**src/rtl/nios_system_sysid_timer.sv**
```systemverilog
// Per-read timeout counter: cleared by load, counts while enabled and holds at
// LIMIT so the terminal count stays asserted until the next load.
module nios_system_sysid_timer #(
    parameter logic [15:0] LIMIT = 16'd255
) (
    input  logic clock,
    input  logic reset,
    input  logic load,
    input  logic en,
    output logic tc
);

    logic [15:0] count;

    always_ff @(posedge clock) begin
        if (reset || load) begin
            count <= 16'd0;
        end else if (en && !tc) begin
            count <= count + 16'd1;
        end
    end

    assign tc = (count == LIMIT);

endmodule

```
**config.mk**
```make
export PLATFORM = sky130hd
export DESIGN_NAME = nios_system_sysid_timer
export DESIGN_NICKNAME = d
export VERILOG_FILES = /design/src/rtl/nios_system_sysid_timer.sv
export SDC_FILE = /design/constraint.sdc
export NUM_CORES = 1
export LEC_CHECK = 0
export ABC_AREA = 1
export CORE_MARGIN = 5
export CORE_UTILIZATION = 49
export DETAILED_ROUTE_END_ITERATION = 10
export PLACE_DENSITY = 0.64
export SLEW_MARGIN = 20
export SYNTH_ARGS = -nofsm -noshare
export SYNTH_HDL_FRONTEND = slang
export SYNTH_SLANG_ARGS = --single-unit
```
**constraint.sdc**
```tcl
create_clock -name clock -period 2.03 [get_ports clock]
set_input_delay 0.3045 -clock clock [delete_from_list [all_inputs] [get_ports clock]]
set_output_delay 0.3045 -clock clock [all_outputs]
set_load 0.05 [all_outputs]
```
==> results <==
-- worst max-delay path, stage by stage (launching register included) --
cell and delay (ps):
dfxtp_1 390, ha_2 230, nand3_2 130, nor2_4 170, nand2_4 120, inv_1 120
buf_12 140
-- path summary, 6_finish.rpt --
path / from / to / cells after the start
setup / recovery: count[1]$_SDFFE_PP0P_ / tc / 6
hold / removal: count[12]$_SDFFE_PP0P_ / count[12]$_SDFFE_PP0P_ / 2
setup reg to reg: count[1]$_SDFFE_PP0P_ / count[6]$_SDFFE_PP0P_ / 7
hold reg to reg: count[12]$_SDFFE_PP0P_ / count[12]$_SDFFE_PP0P_ / 2
-- synth_stat cells --
master and n:
nand3_1 15, xor2_1 2, o21ai_0 5, and2_1 1, nand2_1 41, nor2_1 25, dfxtp_1 16, ha_1 1
xnor2_1 2, buf_2 1, nor2_2 2, inv_1 15, nand3b_1 1, nand3_2 1, nand4_1 4, buf_6 2
nand2_2 2, a21oi_1 12, clkinv_1 1, nor2_4 2
-- cells by family (layout without fill, tap and decap cells) --
family,count (synthesis),in the layout,synth area share (%)
buffers and inverters,19,26,9.13
AO/OA/AOI/OAI,17,17,8.87
flip-flops,16,16,33.4
XOR/XNOR,4,4,3.65
adder cells (fa/ha/maj),1,1,1.30
AND/OR/NAND/NOR,94,94,43.7
-- routing by layer --
metal | global-route usage, % | share of wire [%] | vias to the layer above
li1 | - | - | 499
met1 | 21.4 | 51 | 389
met2 | 26.3 | 44 | 12
met3 | 2.45 | 3.2 | 5
met4 | 7.47 | 1.6 | 0
met5 | 0 | 0 | -
-- final cells by class --
cell class	count	area (um^2)
Fill cell	203	842
Multi-Input combinational cell	116	564
Sequential cell	16	320
Timing Repair Buffer	6	65.1
Inverter	16	60.1
Clock buffer	4	36.3
Tap cell	27	33.8
-- power groups by stage --
stage	Clock, mW	Combinational, mW	Sequential, mW
after global routing	0.235	0.0341	0.318
final	0.220	0.0300	0.317
after detailed placement	0	0.0299	0.325
after global placement	0	0.0296	0.325
after CTS	0.223	0.0300	0.317
after floorplan	0	0.0156	0.324
-- what timing repair did --
item,CTS,global route
hold buffers,0,0
resized for setup,0,3
setup endpoints to repair,0,1
buffers inserted,0,0
-- metrics by stage --
| step | util, % | worst slack, ps | cell area, um^2 |
|---|---|---|---|
| final | 56.2 | 131 | 1080 |
| after global routing | 56.2 | 1.46 | 1080 |
| after CTS | 55.5 | 25.2 | 1070 |
| after detailed placement | 53.6 | 342 | 1030 |
| after global placement | 53.6 | 360 | 1030 |
| after floorplan | - | 382 | 960 |
==> metrics.md <==
| Metric | Value |
|---|---|
| Status | `completed` |
| RSZ-0062 raised after global routing | `false` |
| Yosys top cell by area | `dfxtp_1` |
| Seq/Total Area, Yosys | `33.4%` |
| Mean routed wirelength per cell | `10.7 um` |
| Starting Density | `49.9%` |
| N_diodes | `0` |
| Layout Area Growth over Synthesis | `12.5%` |
| Synthesized area | `960 um^2` |
| Clk sinks | `16` |
| Clk_skew | `5.54 ps` |
| Worst slew margin | `75.1%` |
| Startpoint types | `flop` |
| First-pass GRT wire length | `3.48 mm` |
| Vias per cell | `4.89` |
| Clock power share | `38.7%` |
| Sequential share of power | `56.0%` |
| Synth Instances | `151` |
| Final HPWL DP | `1.48 mm` |
| Post-synth cell types | `20` |
| Final setup TNS | `0 ps` |
| IO Pins | `5` |
| Biggest register | `count` |
| Post-Route WL | `1.97 mm` |
| Post-layout min period | `1900 ps` |
| Post-Syn Nets | `156` |
| Data arrival, critical path | `1590 ps` |
| Die H | `54.3 um` |
| Clock latency on the worst-skew pair | `290 ps` |
| Total number of vias | `905` |
| Share of the synthesized area in the top cell type | `33.4%` |
| Maxcap violations | `0` |
| Tot Pwr | `0.567 mW` |
| Gr usage total | `16.3%` |
| Largest net degree at the start of global routing | `14` |
| Worst hold slack | `463 ps` |
| Overflow after GRT | `0` |
| Initial antenna violation count | `0` |
| DRC viols | `0` |
| DRT iter0 DRCs | `14` |
| CP Capture Type | `output port` |
| Port Buffers | `4` |
| Power Density | `525 nW/um^2` |
| CTS Buf Count | `3` |
| Psw | `0.130 mW` |
| Int Power | `0.437 mW` |
| Area contributors post-synth | `dfxtp_1 33%, nand2_1 16%, nor2_1 9.8%` |
| Slew Limit Fails | `0` |
| Final net count | `164` |
| Critical Path RT | `1730 ps` |
| Setup CP Type | `reg2out` |
| Synth Area per Inst | `6.36 um^2` |
| Cell Count, Final, Fillers Out | `185` |
| RD Place Congestion | `0.876` |
| Synth Register Bits | `16` |
| Clock-pin slew on the worst setup and hold paths | `100 ps` |
| Final hold vios | `0` |
| Placed cells | `181` |
| Vias in the first global route | `842` |
| Net Sw Frac | `22.9%` |
| Rows | `16` |
| Clk root buf | `clkbuf_4` |
| Die extent in x | `54.3 um` |
| R2r setup slk | `510 ps` |
| CTS H-Tree Depth | `1` |
| Max reg flops | `16` |
| Core box area | `1920 um^2` |
| Most common cell after layout, fill and taps aside | `nand2_1` |
| Top flop regs | `count x16` |
| Worst slew pin tran | `372 ps` |
| Worst hold path type | `reg2reg` |
| Share of layout cells above drive strength 1 | `9.49%` |
| YS warnings | `0` |
| Combinational Power Share | `5.3%` |
| TritonCTS clock tree | `built` |
| Critical path fanouts, max | `13` |
| Maximum vdd drop | `0.311 mV` |
| Post-route clock period utilization | `93.5%` |
| Clk buf depth | `2` |
| Die area | `2940 um^2` |
| Most frequent cells in the layout | `41 x nand2_1, 25 x nor2_1, 16 x dfxtp_1` |
| First-pass DRT Iterations | `4` |
| Peak Freq | `527 MHz` |
| # setup viols final | `0` |
| Cell leakage power | `0.374 nW` |
| Antenna violation net count after detailed routing | `0` |
Note: power is estimated with default switching activity, not from simulation.
